### config.mk
export PLATFORM = sky130hd
export DESIGN_NAME = control_mc_flat
export DESIGN_NICKNAME = d
export VERILOG_FILES = /design/src/rtl/control_mc_pkg.sv /design/src/rtl/control_mc_if.sv /design/src/rtl/control_mc_decode.sv /design/src/rtl/control_mc.sv /design/src/flat_wrapper.sv
export SDC_FILE = /design/constraint.sdc
export NUM_CORES = 1
export LEC_CHECK = 0
export BUFFER_PORTS_ARGS = -buffer_cell sky130_fd_sc_hd__buf_2
export CORE_UTILIZATION = 59
export CTS_BUF_LIST = sky130_fd_sc_hd__clkbuf_8
export DETAILED_ROUTE_END_ITERATION = 7
export HOLD_SLACK_MARGIN = 0.06
export PLACE_DENSITY = 0.88
export REMOVE_ABC_BUFFERS = 1
export SLEW_MARGIN = 20
export SYNTH_ARGS = -nofsm -noshare
export SYNTH_HDL_FRONTEND = slang
export SYNTH_HIERARCHICAL = 1
export SYNTH_SLANG_ARGS = --single-unit
### constraint.sdc
create_clock -name clk -period 3.9 [get_ports clk]
set_input_delay 0.78 -clock clk [delete_from_list [all_inputs] [get_ports clk]]
set_output_delay 0.78 -clock clk [all_outputs]
set_load 0.01 [all_outputs]
### src/rtl/control_mc_pkg.sv
// control_mc_pkg
// Shared constants for the multi-cycle control unit: FSM state encoding,
// RV32I opcode/funct fields, ALU operation codes, instruction classes and
// the wb_sel / pc_sel encodings seen by the datapath.
// No ports (package).
package control_mc_pkg;

  // FSM states
  typedef enum logic [2:0] {
    ST_FETCH  = 3'd0,
    ST_DECODE = 3'd1,
    ST_EXEC   = 3'd2,
    ST_MEM    = 3'd3,
    ST_WB     = 3'd4,
    ST_HALT   = 3'd5
  } state_t;

  // Instruction classes carried from DECODE to the end of the instruction
  typedef enum logic [2:0] {
    CLS_ALU    = 3'd0,
    CLS_MUL    = 3'd1,
    CLS_LOAD   = 3'd2,
    CLS_STORE  = 3'd3,
    CLS_BRANCH = 3'd4,
    CLS_JAL    = 3'd5,
    CLS_JALR   = 3'd6
  } instr_class_t;

  // Major opcodes
  localparam logic [6:0] OPC_OP_IMM = 7'b0010011;
  localparam logic [6:0] OPC_OP     = 7'b0110011;
  localparam logic [6:0] OPC_LOAD   = 7'b0000011;
  localparam logic [6:0] OPC_STORE  = 7'b0100011;
  localparam logic [6:0] OPC_BRANCH = 7'b1100011;
  localparam logic [6:0] OPC_JAL    = 7'b1101111;
  localparam logic [6:0] OPC_JALR   = 7'b1100111;

  // funct3 values
  localparam logic [2:0] F3_ADD  = 3'b000;
  localparam logic [2:0] F3_SLTU = 3'b011;
  localparam logic [2:0] F3_XOR  = 3'b100;
  localparam logic [2:0] F3_OR   = 3'b110;
  localparam logic [2:0] F3_AND  = 3'b111;
  localparam logic [2:0] F3_W    = 3'b010;
  localparam logic [2:0] F3_BEQ  = 3'b000;
  localparam logic [2:0] F3_BNE  = 3'b001;

  // funct7 values
  localparam logic [6:0] F7_BASE   = 7'b0000000;
  localparam logic [6:0] F7_ALT    = 7'b0100000;
  localparam logic [6:0] F7_MULDIV = 7'b0000001;

  // ALU operation codes shared with the ALU
  localparam logic [2:0] ALU_ADD  = 3'd0;
  localparam logic [2:0] ALU_SUB  = 3'd1;
  localparam logic [2:0] ALU_XOR  = 3'd2;
  localparam logic [2:0] ALU_OR   = 3'd3;
  localparam logic [2:0] ALU_AND  = 3'd4;
  localparam logic [2:0] ALU_SLTU = 3'd5;
  localparam logic [2:0] ALU_MUL  = 3'd6;

  // Write-back source select
  localparam logic [1:0] WB_ALU  = 2'd0;
  localparam logic [1:0] WB_MEM  = 2'd1;
  localparam logic [1:0] WB_LINK = 2'd2;

  // Next-PC select
  localparam logic [1:0] PC_PLUS4 = 2'd0;
  localparam logic [1:0] PC_REL   = 2'd1;
  localparam logic [1:0] PC_JALR  = 2'd2;

  // Classes that write a destination register in WB
  function automatic logic class_writes_rd(input instr_class_t cls);
    logic wr;
    case (cls)
      CLS_ALU, CLS_MUL, CLS_LOAD, CLS_JAL, CLS_JALR: wr = 1'b1;
      default:                                       wr = 1'b0;
    endcase
    return wr;
  endfunction

endpackage

### src/rtl/control_mc_if.sv
// control_mc_if
// Bundle of the handshake and control signals between the multi-cycle
// control unit and the fetch / datapath side.
//   master : control unit (drives requests, strobes, decoded controls)
//   slave  : fetch + datapath (drives instr, acks, alu_result)
// Signals: instr, imem_ack, imem_req, ir_we, alu_result, dmem_ack, dmem_req,
//          mem_we, imm32, alu_op, has_imm, rf_we, wb_sel, pc_we, pc_sel, halted.
interface control_mc_if #(
  parameter int XLEN     = 32,
  parameter int ALU_OP_W = 3
);
  logic [31:0]         instr;
  logic                imem_ack;
  logic                imem_req;
  logic                ir_we;
  logic [XLEN-1:0]     alu_result;
  logic                dmem_ack;
  logic                dmem_req;
  logic                mem_we;
  logic [XLEN-1:0]     imm32;
  logic [ALU_OP_W-1:0] alu_op;
  logic                has_imm;
  logic                rf_we;
  logic [1:0]          wb_sel;
  logic                pc_we;
  logic [1:0]          pc_sel;
  logic                halted;

  modport master (
    input  instr, imem_ack, alu_result, dmem_ack,
    output imem_req, ir_we, dmem_req, mem_we, imm32, alu_op, has_imm,
           rf_we, wb_sel, pc_we, pc_sel, halted
  );

  modport slave (
    output instr, imem_ack, alu_result, dmem_ack,
    input  imem_req, ir_we, dmem_req, mem_we, imm32, alu_op, has_imm,
           rf_we, wb_sel, pc_we, pc_sel, halted
  );
endinterface

### src/rtl/control_mc_decode.sv
// control_decode
// Purely combinational RV32I-subset decoder (ADDI, ADD, SUB, XORI, XOR, ORI,
// OR, ANDI, AND, SLTU, MUL, LW, SW, BEQ, BNE, JAL, JALR).
// Ports:
//   instr   in  32        raw instruction
//   cls     out class     instruction class
//   is_bne  out 1         branch sense (1 = BNE, 0 = BEQ)
//   imm32   out XLEN      sign-extended immediate (I/S/B/J formats)
//   alu_op  out ALU_OP_W  ALU operation
//   has_imm out 1         ALU operand B is the immediate
//   illegal out 1         encoding outside the supported subset
module control_decode
  import control_mc_pkg::*;
#(
  parameter int XLEN     = 32,
  parameter int ALU_OP_W = 3
) (
  input  logic [31:0]         instr,
  output instr_class_t        cls,
  output logic                is_bne,
  output logic [XLEN-1:0]     imm32,
  output logic [ALU_OP_W-1:0] alu_op,
  output logic                has_imm,
  output logic                illegal
);

  logic [6:0]  opcode_s;
  logic [2:0]  funct3_s;
  logic [6:0]  funct7_s;
  logic [31:0] imm_i_s, imm_s_s, imm_b_s, imm_j_s;
  logic [31:0] imm_raw_s;
  logic [2:0]  alu_s;

  assign opcode_s = instr[6:0];
  assign funct3_s = instr[14:12];
  assign funct7_s = instr[31:25];

  assign imm_i_s = {{20{instr[31]}}, instr[31:20]};
  assign imm_s_s = {{20{instr[31]}}, instr[31:25], instr[11:7]};
  assign imm_b_s = {{19{instr[31]}}, instr[31], instr[7], instr[30:25], instr[11:8], 1'b0};
  assign imm_j_s = {{11{instr[31]}}, instr[31], instr[19:12], instr[20], instr[30:21], 1'b0};

  // Field decode: class, ALU op, operand select and immediate format
  always_comb begin
    cls       = CLS_ALU;
    is_bne    = 1'b0;
    imm_raw_s = 32'd0;
    alu_s     = ALU_ADD;
    has_imm   = 1'b0;
    illegal   = 1'b0;
    case (opcode_s)
      OPC_OP_IMM: begin
        has_imm   = 1'b1;
        imm_raw_s = imm_i_s;
        case (funct3_s)
          F3_ADD:  alu_s = ALU_ADD;
          F3_XOR:  alu_s = ALU_XOR;
          F3_OR:   alu_s = ALU_OR;
          F3_AND:  alu_s = ALU_AND;
          default: illegal = 1'b1;
        endcase
      end
      OPC_OP: begin
        case ({funct7_s, funct3_s})
          {F7_BASE, F3_ADD}:   alu_s = ALU_ADD;
          {F7_ALT, F3_ADD}:    alu_s = ALU_SUB;
          {F7_BASE, F3_XOR}:   alu_s = ALU_XOR;
          {F7_BASE, F3_OR}:    alu_s = ALU_OR;
          {F7_BASE, F3_AND}:   alu_s = ALU_AND;
          {F7_BASE, F3_SLTU}:  alu_s = ALU_SLTU;
          {F7_MULDIV, F3_ADD}: begin
            alu_s = ALU_MUL;
            cls   = CLS_MUL;
          end
          default:             illegal = 1'b1;
        endcase
      end
      OPC_LOAD: begin
        if (funct3_s == F3_W) begin
          cls       = CLS_LOAD;
          has_imm   = 1'b1;
          imm_raw_s = imm_i_s;
        end else begin
          illegal = 1'b1;
        end
      end
      OPC_STORE: begin
        if (funct3_s == F3_W) begin
          cls       = CLS_STORE;
          has_imm   = 1'b1;
          imm_raw_s = imm_s_s;
        end else begin
          illegal = 1'b1;
        end
      end
      OPC_BRANCH: begin
        cls       = CLS_BRANCH;
        alu_s     = ALU_SUB;
        imm_raw_s = imm_b_s;
        case (funct3_s)
          F3_BEQ:  is_bne = 1'b0;
          F3_BNE:  is_bne = 1'b1;
          default: illegal = 1'b1;
        endcase
      end
      OPC_JAL: begin
        cls       = CLS_JAL;
        imm_raw_s = imm_j_s;
      end
      OPC_JALR: begin
        if (funct3_s == F3_ADD) begin
          cls       = CLS_JALR;
          has_imm   = 1'b1;
          imm_raw_s = imm_i_s;
        end else begin
          illegal = 1'b1;
        end
      end
      default: illegal = 1'b1;
    endcase
  end

  // Immediates are already sign-extended to 32 bits; widen to XLEN by sign
  assign imm32  = XLEN'($signed(imm_raw_s));
  assign alu_op = ALU_OP_W'(alu_s);

endmodule

### src/rtl/control_mc.sv
// control_mc
// Multi-cycle control unit: FETCH -> DECODE -> EXEC -> MEM -> WB sequencing
// for an RV32I subset with fetch / data-memory req-ack handshakes, a
// multi-cycle MUL wait in EXEC and a sticky HALT on illegal encodings.
// Ports:
//   clk  in  clock
//   rst  in  asynchronous active-high reset
//   bus  control_mc_if.master (instr/acks/alu_result in; requests, strobes,
//        decoded controls and halted out)
module control_mc
  import control_mc_pkg::*;
#(
  parameter int XLEN       = 32,
  parameter int ALU_OP_W   = 3,
  parameter int MUL_CYCLES = 4
) (
  input  logic          clk,
  input  logic          rst,
  control_mc_if.master  bus
);

  localparam int CNT_W = (MUL_CYCLES > 1) ? $clog2(MUL_CYCLES) : 1;

  state_t state_r, state_s;

  // Local copy of the fetched word: instr is only valid on the ack cycle
  logic [31:0] instr_r;

  // Combinational decode of instr_r
  instr_class_t        dec_cls_s;
  logic                dec_is_bne_s;
  logic [XLEN-1:0]     dec_imm_s;
  logic [ALU_OP_W-1:0] dec_alu_op_s;
  logic                dec_has_imm_s;
  logic                dec_illegal_s;

  // Decode held from DECODE to the end of the instruction
  instr_class_t        cls_r;
  logic                is_bne_r;
  logic [XLEN-1:0]     imm32_r;
  logic [ALU_OP_W-1:0] alu_op_r;
  logic                has_imm_r;

  logic [CNT_W-1:0]    mul_cnt_r;
  logic                mul_last_s;
  logic                taken_r;

  logic imem_req_s, ir_we_s, dmem_req_s, mem_we_s;
  logic rf_we_s, pc_we_s, halted_s;
  logic [1:0] wb_sel_s, pc_sel_s;

  control_decode #(
    .XLEN     (XLEN),
    .ALU_OP_W (ALU_OP_W)
  ) u_decode (
    .instr   (instr_r),
    .cls     (dec_cls_s),
    .is_bne  (dec_is_bne_s),
    .imm32   (dec_imm_s),
    .alu_op  (dec_alu_op_s),
    .has_imm (dec_has_imm_s),
    .illegal (dec_illegal_s)
  );

  assign mul_last_s = (mul_cnt_r == CNT_W'(MUL_CYCLES - 1));

  // State register
  always_ff @(posedge clk or posedge rst) begin
    if (rst) begin
      state_r <= ST_FETCH;
    end else begin
      state_r <= state_s;
    end
  end

  // Next-state logic
  always_comb begin
    state_s = state_r;
    case (state_r)
      ST_FETCH: begin
        if (bus.imem_ack) state_s = ST_DECODE;
        else              state_s = ST_FETCH;
      end
      ST_DECODE: begin
        if (dec_illegal_s)              state_s = ST_HALT;
        else if (dec_cls_s == CLS_JAL)  state_s = ST_WB;
        else                            state_s = ST_EXEC;
      end
      ST_EXEC: begin
        if ((cls_r == CLS_MUL) && !mul_last_s)                 state_s = ST_EXEC;
        else if ((cls_r == CLS_LOAD) || (cls_r == CLS_STORE))  state_s = ST_MEM;
        else                                                   state_s = ST_WB;
      end
      ST_MEM: begin
        if (bus.dmem_ack) state_s = ST_WB;
        else              state_s = ST_MEM;
      end
      ST_WB:   state_s = ST_FETCH;
      ST_HALT: state_s = ST_HALT;
      default: state_s = ST_FETCH;
    endcase
  end

  // Capture the fetched instruction on the ack cycle
  always_ff @(posedge clk or posedge rst) begin
    if (rst) begin
      instr_r <= 32'd0;
    end else if ((state_r == ST_FETCH) && bus.imem_ack) begin
      instr_r <= bus.instr;
    end else begin
      instr_r <= instr_r;
    end
  end

  // Decode registers, loaded once in DECODE and held until the next one
  always_ff @(posedge clk or posedge rst) begin
    if (rst) begin
      cls_r     <= CLS_ALU;
      is_bne_r  <= 1'b0;
      imm32_r   <= '0;
      alu_op_r  <= '0;
      has_imm_r <= 1'b0;
    end else if (state_r == ST_DECODE) begin
      cls_r     <= dec_cls_s;
      is_bne_r  <= dec_is_bne_s;
      imm32_r   <= dec_imm_s;
      alu_op_r  <= dec_alu_op_s;
      has_imm_r <= dec_has_imm_s;
    end else begin
      cls_r     <= cls_r;
      is_bne_r  <= is_bne_r;
      imm32_r   <= imm32_r;
      alu_op_r  <= alu_op_r;
      has_imm_r <= has_imm_r;
    end
  end

  // MUL wait counter: counts EXEC cycles, idles at zero elsewhere
  always_ff @(posedge clk or posedge rst) begin
    if (rst) begin
      mul_cnt_r <= '0;
    end else if ((state_r == ST_EXEC) && (cls_r == CLS_MUL) && !mul_last_s) begin
      mul_cnt_r <= mul_cnt_r + CNT_W'(1);
    end else begin
      mul_cnt_r <= '0;
    end
  end

  // Branch outcome sampled at the end of EXEC so WB does not depend on
  // whatever the ALU shows afterwards
  always_ff @(posedge clk or posedge rst) begin
    if (rst) begin
      taken_r <= 1'b0;
    end else if (state_r == ST_DECODE) begin
      taken_r <= 1'b0;
    end else if ((state_r == ST_EXEC) && (cls_r == CLS_BRANCH)) begin
      taken_r <= is_bne_r ? (bus.alu_result != '0) : (bus.alu_result == '0);
    end else begin
      taken_r <= taken_r;
    end
  end

  // Strobes from state plus held decode; FETCH outputs are masked while rst
  // is high because the async reset parks the FSM in FETCH
  always_comb begin
    imem_req_s = 1'b0;
    ir_we_s    = 1'b0;
    dmem_req_s = 1'b0;
    mem_we_s   = 1'b0;
    rf_we_s    = 1'b0;
    wb_sel_s   = WB_ALU;
    pc_we_s    = 1'b0;
    pc_sel_s   = PC_PLUS4;
    halted_s   = 1'b0;
    case (state_r)
      ST_FETCH: begin
        imem_req_s = ~rst;
        ir_we_s    = ~rst & bus.imem_ack;
      end
      ST_MEM: begin
        dmem_req_s = 1'b1;
        mem_we_s   = (cls_r == CLS_STORE);
      end
      ST_WB: begin
        pc_we_s = 1'b1;
        rf_we_s = class_writes_rd(cls_r);
        case (cls_r)
          CLS_LOAD:          wb_sel_s = WB_MEM;
          CLS_JAL, CLS_JALR: wb_sel_s = WB_LINK;
          default:           wb_sel_s = WB_ALU;
        endcase
        if ((cls_r == CLS_JAL) || ((cls_r == CLS_BRANCH) && taken_r)) begin
          pc_sel_s = PC_REL;
        end else if (cls_r == CLS_JALR) begin
          pc_sel_s = PC_JALR;
        end else begin
          pc_sel_s = PC_PLUS4;
        end
      end
      ST_HALT: halted_s = 1'b1;
      default: halted_s = 1'b0;
    endcase
  end

  assign bus.imem_req = imem_req_s;
  assign bus.ir_we    = ir_we_s;
  assign bus.dmem_req = dmem_req_s;
  assign bus.mem_we   = mem_we_s;
  assign bus.rf_we    = rf_we_s;
  assign bus.wb_sel   = wb_sel_s;
  assign bus.pc_we    = pc_we_s;
  assign bus.pc_sel   = pc_sel_s;
  assign bus.halted   = halted_s;
  assign bus.imm32    = imm32_r;
  assign bus.alu_op   = alu_op_r;
  assign bus.has_imm  = has_imm_r;

endmodule
### src/flat_wrapper.sv
// flat-port wrapper written by rule: the top's interface ports become plain ports
module control_mc_flat import control_mc_pkg::*;
#(
  parameter int XLEN       = 32,
  parameter int ALU_OP_W   = 3,
  parameter int MUL_CYCLES = 4
)
  (clk, rst, bus_instr, bus_imem_ack, bus_alu_result, bus_dmem_ack, bus_imem_req, bus_ir_we, bus_dmem_req, bus_mem_we, bus_imm32, bus_alu_op, bus_has_imm, bus_rf_we, bus_wb_sel, bus_pc_we, bus_pc_sel, bus_halted);
  control_mc_if #(.XLEN(XLEN), .ALU_OP_W(ALU_OP_W)) bus_i ();
  input  logic clk;
  input  logic rst;
  input wire logic [$bits(bus_i.instr)-1:0] bus_instr;
  input wire logic [$bits(bus_i.imem_ack)-1:0] bus_imem_ack;
  input wire logic [$bits(bus_i.alu_result)-1:0] bus_alu_result;
  input wire logic [$bits(bus_i.dmem_ack)-1:0] bus_dmem_ack;
  output wire logic [$bits(bus_i.imem_req)-1:0] bus_imem_req;
  output wire logic [$bits(bus_i.ir_we)-1:0] bus_ir_we;
  output wire logic [$bits(bus_i.dmem_req)-1:0] bus_dmem_req;
  output wire logic [$bits(bus_i.mem_we)-1:0] bus_mem_we;
  output wire logic [$bits(bus_i.imm32)-1:0] bus_imm32;
  output wire logic [$bits(bus_i.alu_op)-1:0] bus_alu_op;
  output wire logic [$bits(bus_i.has_imm)-1:0] bus_has_imm;
  output wire logic [$bits(bus_i.rf_we)-1:0] bus_rf_we;
  output wire logic [$bits(bus_i.wb_sel)-1:0] bus_wb_sel;
  output wire logic [$bits(bus_i.pc_we)-1:0] bus_pc_we;
  output wire logic [$bits(bus_i.pc_sel)-1:0] bus_pc_sel;
  output wire logic [$bits(bus_i.halted)-1:0] bus_halted;
  assign bus_i.instr = bus_instr;
  assign bus_i.imem_ack = bus_imem_ack;
  assign bus_i.alu_result = bus_alu_result;
  assign bus_i.dmem_ack = bus_dmem_ack;
  assign bus_imem_req = bus_i.imem_req;
  assign bus_ir_we = bus_i.ir_we;
  assign bus_dmem_req = bus_i.dmem_req;
  assign bus_mem_we = bus_i.mem_we;
  assign bus_imm32 = bus_i.imm32;
  assign bus_alu_op = bus_i.alu_op;
  assign bus_has_imm = bus_i.has_imm;
  assign bus_rf_we = bus_i.rf_we;
  assign bus_wb_sel = bus_i.wb_sel;
  assign bus_pc_we = bus_i.pc_we;
  assign bus_pc_sel = bus_i.pc_sel;
  assign bus_halted = bus_i.halted;
  control_mc #(.XLEN(XLEN), .ALU_OP_W(ALU_OP_W), .MUL_CYCLES(MUL_CYCLES)) u_core (.clk(clk), .rst(rst), .bus(bus_i));
endmodule
==> run metrics <==
fin. max-slew vios=0; via count=a little under 3,000; simple-gate share of the synthesized area=between 15 and 20%; drc violations=0; Max Cap Viol=0; layout cells sized above 1=52.4%; Placeable Area=roughly 0.007 mm²; post-synth top area cell=dfrtp_1; TritonCTS Buffers=9; Iter 0 DRT Violations=between 100 and 150; pin count of the biggest net entering global routing=50; mux contribution to synthesized area=around a fifth; CP arrival=1.94 ns; routed length per placed instance=~16 µm; crit end category=output pin; clk sink count=slightly below 80; Sw Pwr=0.00111 W; Startpoint Class=register; Most common cell on crit path=inv_1; Synth Area in XOR/XNOR=less than 1%; delay-heaviest family, CP=simple AND/OR/NAND/NOR gates; clk buf depth=2; # setup viols final=0; Seq/Total Area, Yosys=a little under half; min cycle time layout=~2.7 ns; top post-synthesis cells by count=78 x dfrtp_1, 42 x mux2_2, 29 x mux2_4; Mapped Area=approximately 0.0043 mm²; Routed Antenna Nets=0; number of enable flip-flop cells after synthesis=0; Net Sw Frac=36.4%; flop and latch count out of synthesis=a little under 80; most frequent cell after synthesis=dfrtp_1; filler cell count=491; # nets final=approximately 500; final RePlAce weighted congestion=between 0.9 and 1; hold buffer count at cts=0; PD cells=~610 mW/mm²; final WL=just under 9 mm; via/cell ratio=around 5.5; top cell type's share of synthesized area=a little under half; Flop pwr share=between 40 and 50%; main combinational cell family by area after synthesis=multiplexers; Max IR drop VDD=roughly 0.31 mV; DRT Pass-1 Iters=4; status=complete, no violations; PostCTS Resize Cnt=0; top_reg_cell synth=dfrtp_1; Buf/Inv on CP=3; Largest stage delay, worst path=around 0.53 ns; first-pass GRT wire length=14.4 mm; total of warnings raised by yosys=6; setup TNS=0 ns; post-route clock period utilization=69.8%; Final Hold Fails=0; clk slew on worst S/H paths=~0.080 ns; WHS=0.440 ns; fraction of registers with async set/reset=100%; IO Pins=115; Area Growth Syn to Fin=17.1%; CTS Root Cell=clkbuf_8; htree depth=3; slowest CP cell=dfrtp_1; synth unique cells=70; n_diodes=0; number of global-route vias before repair=just over 3,000; std cell rows=30; Critical Path RT=~3.1 ns; postcts setup bufs=0; RSZ-0062 raised after global routing=false; initial antenna violation count=0; hpwl dp=6.52 mm; die area=around 0.0076 mm²; die height=around 87 µm; critical-path maximum fanout=7; crit path cell chain=inv_1 > or3_1 > inv_1 > nand2_1 > nor3b_1 > buf_2; final core occ=between 70% and 80%; Clk pwr share=between 20 and 25%; GRT overflow=0; HP Class=reg -> reg; critical path type=reg -> out; P_leak=approximately 2.6 nW; starting density of the core=62.0%; Comb power frac=about a third; Fmax achieved=367 MHz; adder and majority cell fraction of the synthesized area=less than 1%; all-layer global routing usage=25.0%; Worst slew margin=a little over two fifths; IO Port Bufs=114; Compound-Gate Fraction of Synth Area=about a tenth; Chip Width=just under 90 µm; syn_area_per_cell=around 13 µm²; Int Power=~0.0019 W; Synth Instances=339; worst-skew pair later-pin latency=between 0.3 and 0.4 ns; Final Power=0.00306 W; Least-Margin Pin Slew=roughly 0.85 ns; CTS tree=done; Synth area leaders=dfrtp_1 46%, mux2_2 11%, mux2_4 10%; Layout Skew=about 0.011 ns
logic make-up (layout without fill, tap and decap cells):
| group | count (synthesis) | count (layout) |
|---|---|---|
| compound gates | 48 | 48 |
| xor+xnor | 3 | 3 |
| fa+ha+maj | 1 | 1 |
| buf+inv | 39 | 145 |
| flops | 78 | 78 |
| mux | 71 | 71 |
| simple gates | 99 | 99 |
power by group through the flow:
stage               registers [W]  logic [W]  clock network (W)
floorplan                 0.00131   0.000799                  0
global placement          0.00134    0.00101                  0
detailed placement        0.00137    0.00107                  0
CTS                       0.00136    0.00108           0.000630
global route              0.00140    0.00116           0.000665
finish                    0.00136    0.00108           0.000616
final timing paths:
kind                                     start             endpoint  slack [ns]  depth (start not counted)
max reg2reg                  u_core/instr_r[5]    u_core/state_r[2]        1.62                          7
min in group asynchronous                  rst      u_core/is_bne_r        0.57                          2
max in group asynchronous                  rst    u_core/instr_r[0]        2.44                          3
min                        u_core/mul_cnt_r[0]  u_core/mul_cnt_r[0]        0.44                          1
min reg2reg                u_core/mul_cnt_r[0]  u_core/mul_cnt_r[0]        0.44                          1
max                          u_core/state_r[2]        bus_pc_sel[1]        1.18                          6
cell usage in the layout (no fill, tap or decap), drive strengths merged, types with 7 or more instances in the layout:
master	instances
buf	117
nor3	7
o21ai	8
a21o	9
dfrtp	78
clkbuf	9
nor4	9
nand2	15
mux2	71
and2	11
inv	14
nor2	25
flip-flops by register name, indices dropped and copies added (netlist names):
signal,count
u_core/bus.has_imm,1
u_core/state_r,3
u_core/mul_cnt_r,2
u_core/cls_r,3
u_core/instr_r,32
u_core/is_bne_r,1
u_core/bus.alu_op,3
u_core/bus.imm32,32
u_core/taken_r,1
metrics by stage:
| stage | setup slack, ns | cell area [µm²] | cells |
|---|---|---|---|
| 2_1_floorplan | 0.925 | 4050 | 312 |
| 3_3_place_gp | 1.63 | 4760 | 524 |
| 3_5_place_dp | 1.57 | 4790 | 525 |
| 4_1_cts | 1.17 | 4990 | 541 |
| 5_1_grt | 0.974 | 4990 | 541 |
| 6_report | 1.18 | 4990 | 541 |
cell type report:
cell class | count | area, µm² | area share (%)
multi-input cells | 222 | 2050 | 41.2
flip-flops and latches | 78 | 1950 | 39.1
repair buffers | 117 | 613 | 12.3
clock buffers | 9 | 124 | 2.48
well taps | 96 | 120 | 2.41
clock inverters | 7 | 80.1 | 1.60
inverters | 12 | 46.3 | 0.928
layer usage:
layer	share of wire [%]	track usage, %
met2	52	41.7
met3	3.8	5.12
met5	0	0
met1	42	31.9
met4	1.3	10.2
Power figures use the tool's default switching activity.
